### src/rtl/noc_probe_pkg.sv
// Shared flit layout, pattern byte, TX state encoding and header builder
// for the NoC flow probe.
package noc_probe_pkg;

  localparam int DEST_COL_LSB = 0;
  localparam int DEST_ROW_LSB = 8;
  localparam int SEQ_LSB      = 16;
  localparam int TS_LSB       = 32;
  localparam int PAY_LSB      = 48;

  localparam logic [7:0] PATTERN = 8'hA5;

  typedef enum logic [2:0] {
    IDLE,
    SEND,
    GAP,
    WAIT,
    DONE
  } tx_state_e;

  // Header part only; payload bits above PAY_LSB are filled by the user.
  function automatic logic [PAY_LSB-1:0] make_flit(
    input logic [7:0]  row,
    input logic [7:0]  col,
    input logic [15:0] seq,
    input logic [15:0] ts
  );
    logic [PAY_LSB-1:0] f;
    f = '0;
    f[DEST_COL_LSB +: 8] = col;
    f[DEST_ROW_LSB +: 8] = row;
    f[SEQ_LSB +: 16]     = seq;
    f[TS_LSB +: 16]      = ts;
    return f;
  endfunction

endpackage

### src/rtl/noc_probe_checker.sv
// RX side of the flow probe: in-order sequence tracking, header check,
// sticky error flags and latency statistics.
module noc_probe_checker
  import noc_probe_pkg::*;
#(
  parameter int FLIT_W = 64,
  parameter int NF_W   = 9
) (
  input  logic              clk,
  input  logic              rst_n,
  input  logic              clear,
  input  logic              busy,
  input  logic              timeout_hit,
  input  logic [NF_W-1:0]   num_flits,
  input  logic [7:0]        dest_row,
  input  logic [7:0]        dest_col,
  input  logic [15:0]       cyc,
  input  logic [FLIT_W-1:0] rx_flit,
  input  logic              rx_valid,
  output logic [NF_W-1:0]   recv_count,
  output logic [NF_W-1:0]   recv_next,
  output logic              err_hdr,
  output logic              err_seq,
  output logic              err_timeout,
  output logic [15:0]       lat_max,
  output logic [31:0]       lat_sum
);

  logic [15:0] exp_seq;
  logic [15:0] rx_seq;
  logic [15:0] rx_ts;
  logic [15:0] lat;
  logic        take;
  logic        hdr_bad;
  logic [32:0] sum_w;

  assign rx_seq    = rx_flit[SEQ_LSB +: 16];
  assign rx_ts     = rx_flit[TS_LSB +: 16];
  assign lat       = cyc - rx_ts;
  assign take      = rx_valid && busy && (recv_count != num_flits);
  assign recv_next = take ? recv_count + NF_W'(1) : recv_count;
  assign sum_w     = {1'b0, lat_sum} + 33'(lat);

  always_comb begin
    hdr_bad = (rx_flit[DEST_COL_LSB +: 8] != dest_col) ||
              (rx_flit[DEST_ROW_LSB +: 8] != dest_row);
    for (int i = PAY_LSB; i < FLIT_W; i++)
      if (rx_flit[i] != PATTERN[3'((i - PAY_LSB) % 8)])
        hdr_bad = 1'b1;
  end

  always_ff @(posedge clk or negedge rst_n) begin
    if (!rst_n) begin
      recv_count  <= '0;
      exp_seq     <= '0;
      err_hdr     <= 1'b0;
      err_seq     <= 1'b0;
      err_timeout <= 1'b0;
      lat_max     <= '0;
      lat_sum     <= '0;
    end else if (clear) begin
      recv_count  <= '0;
      exp_seq     <= '0;
      err_hdr     <= 1'b0;
      err_seq     <= 1'b0;
      err_timeout <= 1'b0;
      lat_max     <= '0;
      lat_sum     <= '0;
    end else begin
      if (timeout_hit)
        err_timeout <= 1'b1;
      // Stray flit: idle probe or more flits than were sent.
      if (rx_valid && !take)
        err_seq <= 1'b1;
      if (take) begin
        recv_count <= recv_next;
        if (hdr_bad)
          err_hdr <= 1'b1;
        if (rx_seq != exp_seq)
          err_seq <= 1'b1;
        exp_seq <= rx_seq + 16'd1;
        if (lat > lat_max)
          lat_max <= lat;
        lat_sum <= sum_w[32] ? '1 : sum_w[31:0];
      end
    end
  end

endmodule

### src/rtl/noc_flow_probe.sv
// Burst injector for one mesh injection port with an in-order delivery
// checker on one ejection port.
module noc_flow_probe
  import noc_probe_pkg::*;
#(
  parameter int FLIT_W    = 64,
  parameter int MAX_FLITS = 256,
  parameter int GAP_W     = 8,
  parameter int TIMEOUT   = 1024,
  parameter int NF_W      = $clog2(MAX_FLITS + 1)
) (
  input  logic              clk,
  input  logic              rst_n,
  input  logic              start,
  input  logic [7:0]        cfg_dest_row,
  input  logic [7:0]        cfg_dest_col,
  input  logic [NF_W-1:0]   cfg_num_flits,
  input  logic [GAP_W-1:0]  cfg_gap,
  output logic [FLIT_W-1:0] tx_flit,
  output logic              tx_valid,
  input  logic              tx_ready,
  input  logic [FLIT_W-1:0] rx_flit,
  input  logic              rx_valid,
  output logic              rx_ready,
  output logic              busy,
  output logic              done,
  output logic              pass,
  output logic              err_hdr,
  output logic              err_seq,
  output logic              err_timeout,
  output logic [NF_W-1:0]   sent_count,
  output logic [NF_W-1:0]   recv_count,
  output logic [15:0]       lat_max,
  output logic [31:0]       lat_sum
);

  localparam int TO_W = $clog2(TIMEOUT + 1);

  tx_state_e         state, state_d;
  logic [15:0]       cyc;
  logic [NF_W-1:0]   num_q;
  logic [NF_W-1:0]   recv_next;
  logic [NF_W-1:0]   seq_n;
  logic [7:0]        row_q, col_q;
  logic [7:0]        ld_row, ld_col;
  logic [GAP_W-1:0]  gap_q, gap_cnt;
  logic [TO_W-1:0]   to_cnt;
  logic [FLIT_W-1:0] flit_d;
  logic launch, tx_hs, rx_hs, last_tx;
  logic rx_all, timeout_hit, load;

  assign rx_ready    = 1'b1;
  assign busy        = state inside {SEND, GAP, WAIT};
  assign done        = state == DONE;
  assign tx_valid    = state == SEND;
  assign pass        = done && !(err_hdr || err_seq || err_timeout);
  assign launch      = start && !busy;
  assign tx_hs       = tx_valid && tx_ready;
  assign rx_hs       = rx_valid;
  assign last_tx     = sent_count == num_q - NF_W'(1);
  assign rx_all      = recv_next == num_q;
  assign timeout_hit = busy && !tx_hs && !rx_hs &&
                       (to_cnt == TO_W'(TIMEOUT - 1));

  assign ld_row = launch ? cfg_dest_row : row_q;
  assign ld_col = launch ? cfg_dest_col : col_q;
  assign seq_n  = launch ? '0 :
                  tx_hs  ? sent_count + NF_W'(1) : sent_count;

  // Stamp with the cycle in which the flit is first presented.
  always_comb begin
    flit_d = '0;
    flit_d[PAY_LSB-1:0] = make_flit(ld_row, ld_col, 16'(seq_n),
                                    cyc + 16'd1);
    for (int i = PAY_LSB; i < FLIT_W; i++)
      flit_d[i] = PATTERN[3'((i - PAY_LSB) % 8)];
  end

  always_comb begin
    state_d = state;
    load    = 1'b0;
    unique case (state)
      IDLE, DONE: begin
        if (start) begin
          state_d = (cfg_num_flits == '0) ? DONE : SEND;
          load    = cfg_num_flits != '0;
        end
      end
      SEND: begin
        if (tx_hs) begin
          if (last_tx)
            state_d = rx_all ? DONE : WAIT;
          else if (gap_q != '0)
            state_d = GAP;
          else
            load = 1'b1;
        end
      end
      GAP: begin
        if (gap_cnt == '0) begin
          state_d = SEND;
          load    = 1'b1;
        end
      end
      WAIT: begin
        if (rx_all)
          state_d = DONE;
      end
      default: state_d = IDLE;
    endcase
    if (timeout_hit) begin
      state_d = DONE;
      load    = 1'b0;
    end
  end

  always_ff @(posedge clk or negedge rst_n) begin
    if (!rst_n) begin
      state      <= IDLE;
      cyc        <= '0;
      num_q      <= '0;
      row_q      <= '0;
      col_q      <= '0;
      gap_q      <= '0;
      gap_cnt    <= '0;
      to_cnt     <= '0;
      sent_count <= '0;
      tx_flit    <= '0;
    end else begin
      state <= state_d;
      cyc   <= cyc + 16'd1;
      if (launch) begin
        num_q      <= cfg_num_flits;
        row_q      <= cfg_dest_row;
        col_q      <= cfg_dest_col;
        gap_q      <= cfg_gap;
        sent_count <= '0;
      end else if (tx_hs) begin
        sent_count <= sent_count + NF_W'(1);
      end
      if (load)
        tx_flit <= flit_d;
      if (tx_hs)
        gap_cnt <= gap_q - GAP_W'(1);
      else if (state == GAP && gap_cnt != '0)
        gap_cnt <= gap_cnt - GAP_W'(1);
      if (launch || tx_hs || rx_hs || !busy)
        to_cnt <= '0;
      else
        to_cnt <= to_cnt + TO_W'(1);
    end
  end

  noc_probe_checker #(
    .FLIT_W (FLIT_W),
    .NF_W   (NF_W)
  ) u_checker (
    .clk         (clk),
    .rst_n       (rst_n),
    .clear       (launch),
    .busy        (busy),
    .timeout_hit (timeout_hit),
    .num_flits   (num_q),
    .dest_row    (row_q),
    .dest_col    (col_q),
    .cyc         (cyc),
    .rx_flit     (rx_flit),
    .rx_valid    (rx_valid),
    .recv_count  (recv_count),
    .recv_next   (recv_next),
    .err_hdr     (err_hdr),
    .err_seq     (err_seq),
    .err_timeout (err_timeout),
    .lat_max     (lat_max),
    .lat_sum     (lat_sum)
  );

endmodule

### config.mk
export PLATFORM = sky130hd
export DESIGN_NAME = noc_flow_probe
export DESIGN_NICKNAME = d
export VERILOG_FILES = /design/src/rtl/noc_probe_pkg.sv /design/src/rtl/noc_probe_checker.sv /design/src/rtl/noc_flow_probe.sv
export SDC_FILE = /design/constraint.sdc
export NUM_CORES = 1
export LEC_CHECK = 0
export CORE_MARGIN = 5
export CORE_UTILIZATION = 34
export DETAILED_ROUTE_END_ITERATION = 8
export PLACE_DENSITY_LB_ADDON = 0.2
export SKIP_CTS_REPAIR_TIMING = 1
export SLEW_MARGIN = 20
export SYNTH_ARGS = -nofsm -noshare
export SYNTH_HDL_FRONTEND = slang
export SYNTH_SLANG_ARGS = --single-unit
### constraint.sdc
create_clock -name clk -period 8.3 [get_ports clk]
set_input_delay 0.83 -clock clk [delete_from_list [all_inputs] [get_ports clk]]
set_output_delay 0.83 -clock clk [all_outputs]
set_load 0.05 [all_outputs]
Yosys cells after proc, flatten, opt, wreduce, memory -nomap -nowiden
Cells that the tools add are included.
{ "op_classes": {"add_sub_neg": 10, "order_cmp": 1, "n_eq_ne": 16, "muxes": 52, "n_reduce_logical": 37} }
{ "op_table": {"columns": ["operator", "count"], "rows": [
  ["2-to-1 mux 32 bit", 3],
  ["2-to-1 mux 16 bit", 5],
  ["2-to-1 mux 9 bit", 5],
  ["adder 32 x 16 -> 33 bit", 1],
  ["adder 16 x 1 -> 16 bit (second input constant)", 2],
  ["2-to-1 mux 8 bit", 4],
  ["2-to-1 mux 3 bit", 9],
  ["2-to-1 mux 1 bit", 23],
  ["adder 9 x 1 -> 9 bit (second input constant)", 2],
  ["equality test 9 bit", 2],
  ["> comparator 16 bit", 1],
  ["!= test 16 bit", 1],
  ["!= test 8 bit", 2],
  ["nonzero test 8 bit", 2],
  ["subtractor 16 bit", 1],
  ["subtractor 8 x 1 -> 8 bit (second input constant)", 2],
  ["one-hot mux 3 bit (4 select lines)", 1],
  ["adder 11 x 1 -> 11 bit (second input constant)", 1],
  ["equality test 11 x 10 -> 1 bit (second input constant)", 1],
  ["2-to-1 mux 11 bit", 1],
  ["logical AND 1 bit", 10],
  ["nonzero test 2 bit", 5],
  ["zero test 9 bit", 1],
  ["!= test 9 bit", 1],
  ["18 further kinds", 30]
]} }
{ "word_totals": {"register_bits": 198, "inputBits": 102, "output_inout_bits": 138} }

Longest topological paths before layout
Gate-level depths: netlist (run 1).
{ "logic_depth": {"depth_word": 13, "mapped_depth": 21} }

Hierarchy
A second synthesis (run 1) with hierarchy kept.
{ "unflattened": {"hier_cells": 1226, "area_unflattened_um2": 12111.6} }
{ "by_module_without_submodules": {"columns": ["mod", "n_inst", "cells_per_inst", "area_per_inst_um2", "seq_area_each_um2"], "rows": [
  ["noc_flow_probe", 1, 536, 6160.9, 3052.9],
  ["noc_probe_checker", 1, 690, 5950.7, 1901.8]
]} }

Worst setup path before layout (run 1)
No wires, ideal clock.
{ "synth_path": {"path_kind": "input-to-reg", "start": "input rx_flit[33]", "end": "register u_checker.lat_max[10]", "setup_ps": 125, "arrival_ps": 4590, "required_ps": 8175, "setup_slack_ps": 3586, "path_stages": 20, "n_path_buf": 1, "cell_sequence": "inv_1 > ha_1 > nor2b_1 > o21ai_0 > a21boi_0 > o31a_1 > nor3_1 > o31ai_1 > o41ai_1 > xnor2_1 > ha_1 > nand4_1 > nor2_1 > and2_1 > o21ai_0 > a21oi_1 > nor2_1 > a211oi_2 > buf_2 > mux2_2"} }
{ "synth_via": {"elab_chain_len": 4, "elab_cells_between_ends": 7} }
{ "synth_lines": {"columns": ["element", "line", "source"], "rows": [
  ["from (decl)", "noc_flow_probe.sv:22", "input logic [FLIT_W-1:0] rx_flit,"],
  ["subtractor 16 bit (*)", "noc_probe_checker.sv:39", "assign lat = cyc - rx_ts;"],
  ["> comparator 16 bit / 2-to-1 mux 16 bit (equally long branches)", "noc_probe_checker.sv:82", "if (lat > lat_max)"],
  ["nonzero test 2 bit (no source line) / 2-to-1 mux 16 bit (equally long branches)", null, null],
  ["AND reduction 2 bit (no source line) / 2-to-1 mux 16 bit (equally long branches)", null, null],
  ["to (signal assigned)", "noc_probe_checker.sv:83", "lat_max <= lat;"],
  ["to (decl)", "noc_probe_checker.sv:25", "output logic [15:0] lat_max,"]
]} }
Mark *: on every way between the ends. The rest lies on a longest branch, timed or not. The select of a mux whose other input is x is not followed.
A chain may end at the register's enable or synchronous reset.

Worst setup path in the final report (run 1)
{ "layout_path": {"start": "input rx_flit[32]", "end": "register u_checker.lat_sum[21]"} }
{ "layout_via": {"elab_chain_len": 5} }
{ "layout_lines": {"columns": ["element", "line", "source"], "rows": [
  ["subtractor 16 bit", "noc_probe_checker.sv:39", null],
  ["adder 32 x 16 -> 33 bit", "noc_probe_checker.sv:42", "assign sum_w = {1'b0, lat_sum} + 33'(lat);"],
  ["2-to-1 mux 32 bit", "noc_probe_checker.sv:84", "lat_sum <= sum_w[32] ? '1 : sum_w[31:0];"],
  ["2-to-1 mux 32 bit", "noc_probe_checker.sv:75", "if (take) begin"],
  ["2-to-1 mux 32 bit", "noc_probe_checker.sv:61", "end else if (clear) begin"],
  ["to (signal assigned)", "noc_probe_checker.sv:84", null],
  ["to (decl)", "noc_probe_checker.sv:26", "output logic [31:0] lat_sum"]
]} }
Every way passes these cells. The select of a mux whose other input is x is not followed.

==> metrics.md, run 1 <==
| Metric | Value |
|---|---|
| P_leak | 6.458 nW |
| Pre-CTS setup slack | 1.937 ns |
| GRT Util Overall | 0.1653 |
| Clock slew at reported path FFs | 0.07 ns |
| Max-cap violations | 0 |
| Mapped Avg Cell Area | 9.357 sq um |
| WHS | 0.3716 ns |
| Io pins | 240 |
| CTS tree | done |
| Sw Pwr | 2.247 mW |
| Post-synth cell types | 76 |
| Post-route insts no fill | 1917 |
| EDFF count, synth | 0 |
| Register area share after synthesis | 0.4179 |
| Ys flop type | dfrtp_1 |
| # setup viols final | 0 |
| Unrepaired setup endpoints after global routing | no |
| Die Wd | 196.7 um |
| Pwr dens | 335.1 mW/mm^2 |
| DR pass1 iterations | 4 |
| Final worst-path cycle share | 0.7081 |
| Crit path kind | input pin to flip-flop |
| Vias in the first global route | 9803 |
| Placed Cells incl. Taps | 1885 |
| Core ar. | 0.03446 sq mm |
| Starting Density | 0.3440 |
| Worst Max-Slew Pin Slew | 1.015 ns |
| Diode count | 0 |
| CTS Sinks | 198 |
| Number of DRC markers in iteration 0 | 341 |
| Internal power component | 2.736 mW |
| Hold Vio Cnt, Final | 0 |
| Worst hold path class | input pin to asynchronous set/reset pin |
| Post-route ant nets | 0 |
| CTS Buf Count | 17 |
| Worst Path Required | 8.60 ns |
| Async SR Flop Fraction | 1.000 |
| Crit path time final | 5.877 ns |
| CP Capture Type | flip-flop |
| Peak supply drop | 0.1800 mV |
| Port Buffers | 211 |
| Comb pwr share | 0.505 |
| Max Root-Sink Buffers | 2 |
| Yosys reg bits | 198 |
| Routability cong. | 0.8094 |
| Share of cells above drive strength 1 | 0.08140 |
| Syn Inst Count | 1267 |
| Final slew viol count | 0 |
| Synth warn | 0 |
| Fill cell count | 3371 |
| FMAX | 170.1 MHz |
| P&R area growth vs syn | 25.43% |
| First-pass GRT wire length | 52060 um |
| Startpoint types | input pin |
| Global route overflow | 0 |
| H-tree depth | 4 |
| Vias per cell | 4.956 |
| CP Max Fanout | 15 |
| Hpwl dp | 23590 um |
| Wirelength per Cell | 16.50 um |
| Clock Skews | 0.01213 ns |
| Initial antenna violation count | 0 |
| Num rows | 68 |
| Sw Share | 0.4509 |
| Multi-input logic area | 0.006339 sq mm |
| CP arrival | 6.17 ns |
| Flop pwr share | 0.317 |
| Nets | 1608 |
| Rel. slew slack | 0.3221 |
| Die ar. | 0.03870 sq mm |
| Setup TNS | 0 ns |
| Utilization after layout | 0.4315 |
| Pin count of the biggest net entering global routing | 81 |
| Via count | 9500 |
| Clock root cell | clkbuf_16 |
| Die Y-Extent | 196.7 um |
| Clk_lat worst skew | 0.44 ns |
| FF+latch area | 0.004955 sq mm |
| Residual DRC count | 0 |
| Status | complete, no violations |
| Synthesized cell area | 0.01186 sq mm |
| Clk network pwr share | 0.179 |
| Worst setup margin | 2.423 ns |
| Routed WL | 31630 um |
[critical path: stages]
cell and delay, ns:
clkdlybuf4s50_1 0.41, ha_1 0.22, fa_1 0.41, nor2b_1 0.13, o21ai_0 0.10, a21boi_0 0.25, o21ai_0 0.18, a21oi_1 0.24
a21o_1 0.15, a211oi_1 0.06, nor3_1 0.40, ha_1 0.38, and2_1 0.20, and3_1 0.20, a22o_1 0.22, a31oi_1 0.40
a211o_1 0.61, nand2_1 0.23, nor3_1 0.38, a311oi_1 0.15
[power by group through the flow]
stage	logic, mW	clock network [mW]	registers [mW]
finish	2.51	0.890	1.58
detailed placement	2.53	0	1.60
CTS	2.54	0.927	1.58
global placement	2.51	0	1.59
global route	2.77	0.963	1.62
floorplan	1.35	0	2.02
[sequential cells by signal, summed over array words and instances, names as in the netlist]
| register | cells |
|---|---|
| u_checker.exp_seq | 16 |
| col_q | 8 |
| cyc | 16 |
| u_checker.recv_count | 9 |
| u_checker.err_seq | 1 |
| u_checker.lat_sum | 32 |
| sent_count | 9 |
| to_cnt | 11 |
| state | 3 |
| tx_flit | 42 |
| u_checker.err_hdr | 1 |
| num_q | 9 |
| gap_cnt | 8 |
| gap_q | 8 |
| u_checker.err_timeout | 1 |
| u_checker.lat_max | 16 |
| row_q | 8 |
[cell usage in the layout (no fill, tap or decap), types with 10 or more instances in the layout]
master and n:
a211oi_1 11, a21o_1 14, a21oi_1 67, a31oi_1 14
and2_1 12, and3_1 19, clkbuf_16 17, clkdlybuf4s50_1 210
conb_1 20, dfrtp_1 198, ha_1 55, inv_1 54
mux2_2 54, nand2_1 162, nand3_1 54, nand4_1 25
nor2_1 97, nor2b_1 10, nor3_1 29, nor4_1 11
o21ai_0 49, or3_1 12, xnor2_1 88, xor2_1 49
[metrics by stage]
stage | area (sq um) | total power [mW]
after floorplan | 11920 | 3.372
after global placement | 14240 | 4.097
after detailed placement | 14240 | 4.128
after CTS | 14870 | 5.051
after global routing | 14870 | 5.352
final | 14870 | 4.983
[routing by layer]
| metal | share of wire | track usage | vias to the layer above | routed length (um) |
|---|---|---|---|---|
| met5 | 0 | 0 | - | 0 |
| met4 | 0.010 | 0.03184 | 0 | 316 |
| met3 | 0.066 | 0.05487 | 17 | 2101 |
| met2 | 0.47 | 0.2680 | 187 | 14790 |
| met1 | 0.46 | 0.2185 | 4566 | 14420 |
| li1 | - | - | 4730 | - |
[cells by family (layout without fill, tap and decap cells)]
group           Yosys count  after routing  share of synthesized area
simple gates            464            464                     0.1855
compound gates          219            219                     0.1188
flops                   198            198                     0.4179
xor+xnor                138            138                     0.1026
buf+inv                 128            305                    0.05583
mux                      61             61                    0.05720
fa+ha+maj                57             57                    0.06142
other cells               2             20                  0.0006335
[Yosys cell counts, types with 4 or more instances]
master / n / share of area
a211oi_1: 11 / 0.0070
and2_1: 12 / 0.0063
xnor2_1: 88 / 0.065
buf_2: 5 / 0.0021
buf_4: 28 / 0.018
a31oi_1: 14 / 0.0074
a21o_1: 14 / 0.0089
o41ai_1: 4 / 0.0030
nand2_1: 162 / 0.051
dfrtp_1: 198 / 0.42
clkbuf_1: 25 / 0.0079
nand4_1: 25 / 0.013
mux2i_1: 7 / 0.0059
buf_1: 6 / 0.0019
o31ai_1: 6 / 0.0038
and4_1: 5 / 0.0037
nor3_1: 29 / 0.012
xor2_1: 49 / 0.036
and3_1: 19 / 0.010
o21a_1: 7 / 0.0044
a311oi_1: 5 / 0.0037
buf_6: 8 / 0.0076
mux2_2: 54 / 0.051
or2_2: 6 / 0.0032
nor4_1: 11 / 0.0058
nand2b_1: 6 / 0.0032
o21ai_0: 49 / 0.021
a21oi_1: 67 / 0.028
or3_1: 12 / 0.0063
ha_1: 55 / 0.058
nor2_1: 97 / 0.031
a41oi_1: 5 / 0.0037
inv_1: 54 / 0.017
nor2b_1: 11 / 0.0058
nand3_1: 55 / 0.023
[final cells by class]
type | instances | area share
Clock buffer | 20 | 0.03071
Clock inverter | 12 | 0.01128
Inverter | 54 | 0.01363
Multi-Input combinational cell | 959 | 0.4263
Sequential cell | 198 | 0.3332
Tap cell | 455 | 0.03829
Timing Repair Buffer | 219 | 0.1466
[path summary, 6_finish.rpt]
check / start / endpoint / slack [ns] / cells past startpoint
worst min-delay path: rst_n / tx_flit[11]$_DFFE_PN0P_ / 0.37 / 1
worst max-delay path: rx_flit[32] / u_checker.lat_sum[21]$_DFFE_PN0P_ / 2.42 / 20
max in group asynchronous: rst_n / u_checker.lat_sum[21]$_DFFE_PN0P_ / 6.71 / 2
min in group clk: to_cnt[0]$_DFF_PN0_ / to_cnt[0]$_DFF_PN0_ / 0.50 / 1
worst max register to register: cyc[0]$_DFF_PN0_ / u_checker.lat_sum[21]$_DFFE_PN0P_ / 2.75 / 20
worst min register to register: to_cnt[0]$_DFF_PN0_ / to_cnt[0]$_DFF_PN0_ / 0.50 / 1
No activity file was read; power rests on OpenSTA's default activity.
==> run 2: changes to the inputs <==
- clock period: 8.3 -> 5.84 ns (I/O delays scaled with it)
==> run 2 against run 1 <==
Sequential cell count unchanged. Register-to-register slack lost 1.9 ns. First-iteration DRC count up 46%. Non-clock buffer count up 6. Die area unchanged. Critical path depth is the same. Worst setup slack got worse by 1.7 ns. Hold slack got worse by 0.099 ns. Utilization about the same. Global-route usage rose by 0.088 points.
==> metrics.md, run 2 (synthesis results as in run 1) <==
| Metric | Value |
|---|---|
| Flop-to-flop setup slack | 0.85 ns |
| First-pass GRT wire length | 52540 um |
| Hold Vio Cnt, Final | 0 |
| Starting Density | 0.3440 |
| P_leak | 6.476 nW |
| Wirelength per Cell | 16.67 um |
| Io pins | 240 |
| Max Root-Sink Buffers | 2 |
| Unrepaired setup endpoints after global routing | no |
| CP Capture Type | flip-flop |
| RR Endpoint | u_checker.lat_sum[29]$_DFFE_PN0P_ |
| Worst Max-Slew Pin Slew | 0.9176 ns |
| Final slew viol count | 0 |
| Core ar. | 0.03446 sq mm |
| Clock slew at reported path FFs | 0.07 ns |
| RR Startpoint | cyc[0]$_DFF_PN0_ |
| CTS Sinks | 198 |
| Residual DRC count | 0 |
| Vias per cell | 4.981 |
| Hpwl dp | 23490 um |
| Multi-input logic area | 0.006339 sq mm |
| DR pass1 iterations | 5 |
| Commonest non-fill, non-tap cell in the layout | clkdlybuf4s50_1 |
| Worst path max stage delay | 0.42 ns |
| Max-cap violations | 0 |
| P&R area growth vs syn | 25.55% |
| Max reg flops | 42 |
| Vias in the first global route | 9931 |
| Share of cells above drive strength 1 | 0.08453 |
| Post-route ant nets | 0 |
| DP Area | 0.01428 sq mm |
| Crit-path cells | clkdlybuf4s50_1, ha_1, fa_1, nor2b_1, o21ai_0, a21boi_0, o21ai_0, a21oi_1, a21o_1, a211oi_1, nor3_1, ha_1, and2_1, and3_1, a22o_1, a31oi_1, a211o_1, nand2_1, nor3_1, a311oi_1 |
| Top Registers | tx_flit: 42 flops, u_checker.lat_sum: 32 flops |
| Initial antenna violation count | 0 |
| GRT Util Overall | 0.1661 |
| FMAX | 196.7 MHz |
| CP arrival | 5.39 ns |
| Num rows | 68 |
| Nets | 1614 |
| Crit path kind | input pin to flip-flop |
| H-tree depth | 4 |
| Pwr dens | 474.3 mW/mm^2 |
| Port Buffers | 211 |
| Die Wd | 196.7 um |
| Status | complete, no violations |
| Worst Path Required | 6.14 ns |
| Routed WL | 32050 um |
| Clock root cell | clkbuf_16 |
| Fill cell count | 3401 |
| Rel. slew slack | 0.3882 |
| Number of DRC markers in iteration 0 | 498 |
| Diode count | 0 |
| FF+latch area | 0.004955 sq mm |
| Final worst-path cycle share | 0.8705 |
| Via count | 9573 |
| Design area | 0.01488 sq mm |
| Global route overflow | 0 |
| Clock Skews | 0.01407 ns |
| Peak supply drop | 0.2469 mV |
| Die Y-Extent | 196.7 um |
| Setup TNS | 0 ns |
| Crit path time final | 5.083 ns |
| Startpoint types | input pin |
| CTS Buf Count | 17 |
| # setup viols final | 0 |
| Routability cong. | 0.8163 |
| CTS tree | done |
| Most flop-heavy register | tx_flit |
| Die ar. | 0.03870 sq mm |
| Worst hold path class | input pin to asynchronous set/reset pin |
| Clk_lat worst skew | 0.44 ns |
| Critical Path Slowest Stage Cell | fa_1 |
| Pin count of the biggest net entering global routing | 111 |
| CP Max Fanout | 5 |
| FF-to-FF path depth | 20 |
| Most frequent cells in the layout | clkdlybuf4s50_1, dfrtp_1, nand2_1 |
-- run 2: cell count changes in the layout (fill, tap and decap cells not counted) --
cell and delta:
clkinv_4 -1, clkinv_2 +2, bufinv_16 -1, buf_4 +6
buf_6 -1, buf_16 +1, clkbuf_8 -2, inv_6 +2
clkinvlp_4 -1
-- run 2: stage by stage --
| step | util | total power [mW] | hold slack [ns] | cells | setup WS, ns |
|---|---|---|---|---|---|
| 2_1_floorplan | - | 4.793 | 0.2884 | 1285 | 1.372 |
| 3_3_place_gp | 0.4144 | 5.844 | 0.4835 | 1890 | 0.3894 |
| 3_5_place_dp | 0.4144 | 5.890 | 0.4884 | 1890 | 0.2418 |
| 4_1_cts | 0.4312 | 7.138 | 0.2911 | 1921 | 0.7231 |
| 5_1_grt | 0.4320 | 7.578 | 0.3454 | 1922 | 0.2569 |
| 6_report | 0.4320 | 7.059 | 0.2725 | 1922 | 0.7566 |
-- run 2: worst max path at each step --
stage | from | endpoint | cells past startpoint
after floorplan | rx_flit[33] | u_checker.lat_max[10]$_DFFE_PN0P_ | 20
after global placement | rx_flit[32] | u_checker.lat_sum[21]$_DFFE_PN0P_ | 20
after detailed placement | rx_flit[32] | u_checker.lat_sum[21]$_DFFE_PN0P_ | 20
after CTS | rx_flit[32] | u_checker.lat_sum[21]$_DFFE_PN0P_ | 20
after global routing | rx_flit[32] | u_checker.lat_sum[21]$_DFFE_PN0P_ | 20
final | rx_flit[32] | u_checker.lat_sum[29]$_DFFE_PN0P_ | 20
-- run 2: final cells by class --
cell class / count / area share
Clock buffer: 18 / 0.02883
Clock inverter: 13 / 0.01000
Inverter: 54 / 0.01362
Multi-Input combinational cell: 959 / 0.4259
Sequential cell: 198 / 0.3329
Tap cell: 455 / 0.03825
Timing Repair Buffer: 225 / 0.1506
-- run 2: routing by layer --
layer,GRT usage,up-vias,share of wire
met3,0.05761,22,0.069
met1,0.2220,4596,0.46
met4,0.04391,0,0.015
li1,-,4757,-
met2,0.2590,198,0.45
met5,0,-,0
-- run 2: power breakdown --
part | internal (mW) | total, mW | switching (mW)
combinational | 1.40 | 3.61 | 2.21
clock | 0.638 | 1.20 | 0.564
sequential | 1.80 | 2.24 | 0.443
-- run 2: critical path, delay by kind of cell --
| family | cells | cell delay [ns] |
|---|---|---|
| adders and majority gates | 3 | 1.03 |
| AOI/OAI and AO/OA | 10 | 1.98 |
| buffers and inverters | 1 | 0.41 |
| and+or+nand+nor | 6 | 1.37 |
==> run 3: changes to the inputs <==
- SYNTH_HIERARCHICAL: not set -> 1
==> run 3 against run 2 <==
Maximum frequency up 6.1%. Utilization down 0.43 points. Synthesized cell count down 3.2%. Via count down 0.63%. Critical path type unchanged. Largest power group unchanged. Critical endpoint is now u_checker/lat_sum[31]$_DFFE_PN0P_. Area after synthesis up 2.2%.
==> metrics.md, run 3 <==
| Metric | Value |
|---|---|
| Status | complete, no violations |
| Clock slew at reported path FFs | 0.08 ns |
| Number of DRC markers in iteration 0 | 450 |
| Dominant cell type by area after synthesis | dfrtp_1 |
| Max Root-Sink Buffers | 2 |
| Post-route insts no fill | 1890 |
| Crit path kind | input pin to flip-flop |
| Residual DRC count | 0 |
| Max-cap violations | 0 |
| Worst Max-Slew Pin Slew | 0.9232 ns |
| Mapped Avg Cell Area | 9.879 sq um |
| CTS Sinks | 198 |
| Pre-CTS setup slack | 0.5993 ns |
| Starting Density | 0.3422 |
| CP Max Fanout | 9 |
| Pwr dens | 328.2 mW/mm^2 |
| Nets | 1575 |
| CTS tree | done |
| Die Y-Extent | 198.7 um |
| Worst Path Required | 6.20 ns |
| H-tree depth | 4 |
| Post-route ant nets | 0 |
| Final worst-path cycle share | 0.8206 |
| Core ar. | 0.03540 sq mm |
| Wirelength per Cell | 17.02 um |
| Ys flop type | dfrtp_1 |
| Design area | 0.01514 sq mm |
| CP Capture Type | flip-flop |
| # setup viols final | 0 |
| Share of cells above drive strength 1 | 0.09517 |
| Clk_lat worst skew | 0.45 ns |
| Utilization after layout | 0.4276 |
| Syn Inst Count | 1226 |
| Vias in the first global route | 9694 |
| Pin count of the biggest net entering global routing | 88 |
| Final Power | 4.968 mW |
| Yosys reg bits | 198 |
| Routed WL | 32160 um |
| Worst hold path class | input pin to asynchronous set/reset pin |
| Synth cell count leaders | dfrtp_1, nor2_1, xnor2_1 |
| Startpoint types | input pin |
| CP arrival | 5.15 ns |
| Placed Cells incl. Taps | 1858 |
| P&R area growth vs syn | 24.98% |
| Hpwl dp | 23780 um |
| Synthesized cell area | 0.01211 sq mm |
| Most frequent cells in the layout | clkdlybuf4s50_1, dfrtp_1, nor2_1 |
| Worst setup margin | 1.047 ns |
| Vias per cell | 5.033 |
| DR pass1 iterations | 5 |
| Async SR Flop Fraction | 1.000 |
| Most flop-heavy register | tx_flit |
| GRT Util Overall | 0.1634 |
| FMAX | 208.7 MHz |
| Commonest non-fill, non-tap cell in the layout | clkdlybuf4s50_1 |
| Top Registers | tx_flit: 42 flops, u_checker/lat_sum: 32 flops |
| CTS Buf Count | 17 |
| Port Buffers | 211 |
| Synth top area share | 0.4091 |
| DP Area | 0.01456 sq mm |
| Clock root cell | clkbuf_16 |
| Die Wd | 198.7 um |
| Rel. slew slack | 0.3845 |
| Post-synth cell types | 69 |
| P_leak | 6.439 nW |
| Synth warn | 6 |
| Crit path time final | 4.793 ns |
| Register area share after synthesis | 0.4091 |
| Via count | 9513 |
| First-pass GRT wire length | 51940 um |
| Setup TNS | 0 ns |
| Most common cell in the netlist | dfrtp_1 |
| Hold Vio Cnt, Final | 0 |
| Routability cong. | 0.8340 |
| Final slew viol count | 0 |
| Max reg flops | 42 |
| Io pins | 240 |
| Initial antenna violation count | 0 |
| Num rows | 69 |
| EDFF count, synth | 0 |
| Peak supply drop | 0.2148 mV |
| Die ar. | 0.03950 sq mm |
| Unrepaired setup endpoints after global routing | no |
| Global route overflow | 0 |
| Diode count | 0 |
| Synth area leaders | dfrtp_1, xnor2_1, ha_1 |
| WHS | 0.1650 ns |
| Clock Skews | 0.01296 ns |
## run 3: routing by layer
layer,track usage,vias to the layer above,part of all wire
li1,-,4723,-
met1,0.2274,4578,0.47
met2,0.2529,189,0.45
met3,0.04726,23,0.063
met4,0.03850,0,0.012
met5,0,-,0
## run 3: final timing paths
kind | to | from | slack (ns) | cells after the start
max in group asynchronous | to_cnt[0]$_DFF_PN0_ | rst_n | 4.46 | 2
min in group clk | to_cnt[0]$_DFF_PN0_ | to_cnt[0]$_DFF_PN0_ | 0.49 | 1
hold reg to reg | to_cnt[0]$_DFF_PN0_ | to_cnt[0]$_DFF_PN0_ | 0.49 | 1
setup reg to reg | u_checker/lat_sum[31]$_DFFE_PN0P_ | cyc[0]$_DFF_PN0_ | 1.17 | 17
setup / recovery | u_checker/lat_sum[31]$_DFFE_PN0P_ | rx_flit[34] | 1.05 | 17
hold / removal | row_q[5]$_DFF_PN0_ | rst_n | 0.16 | 1
## run 3: logic make-up (layout without fill, tap and decap cells)
family | Yosys count | in the layout | synth area share
AOI/OAI and AO/OA | 248 | 248 | 0.1332
xor gates and xnor gates | 137 | 137 | 0.09907
adders and majority gates | 57 | 57 | 0.06012
buffers and inverters | 120 | 305 | 0.04990
DFF | 198 | 198 | 0.4091
muxes | 82 | 82 | 0.08729
other | 2 | 20 | 0.0006201
and+or+nand+nor | 382 | 382 | 0.1607
## run 3: where the power goes
group	switching (mW)	total [mW]	leakage [nW]	internal, mW
sequential	0.195	1.74	2.54	1.55
clock	0.584	1.19	0.278	0.604
combinational	1.26	2.04	3.62	0.780
total	2.04	4.97	6.44	2.93
## run 3: critical path, cell delays in order
cell,delay [ns]
clkdlybuf4s50_1,0.47
inv_1,0.05
ha_1,0.34
nor2b_1,0.15
o21a_1,0.17
o21ai_0,0.30
a21boi_0,0.16
or3_1,0.33
and2_1,0.20
ha_1,0.38
nand4_1,0.14
nor4_2,0.31
nor4b_1,0.14
or4_4,0.58
a211oi_4,0.44
a31oi_1,0.15
a311oi_1,0.24
## run 3: layout make-up
class                      instances  area (sq um)
fill                            3473         20260
multi-input combinational        926          6648
sequential                       198          4955
timing repair buffer             222          2198
tap                              461         576.8
clock buffer                      19         432.9
inverter                          51         191.4
clock inverter                    13         135.1
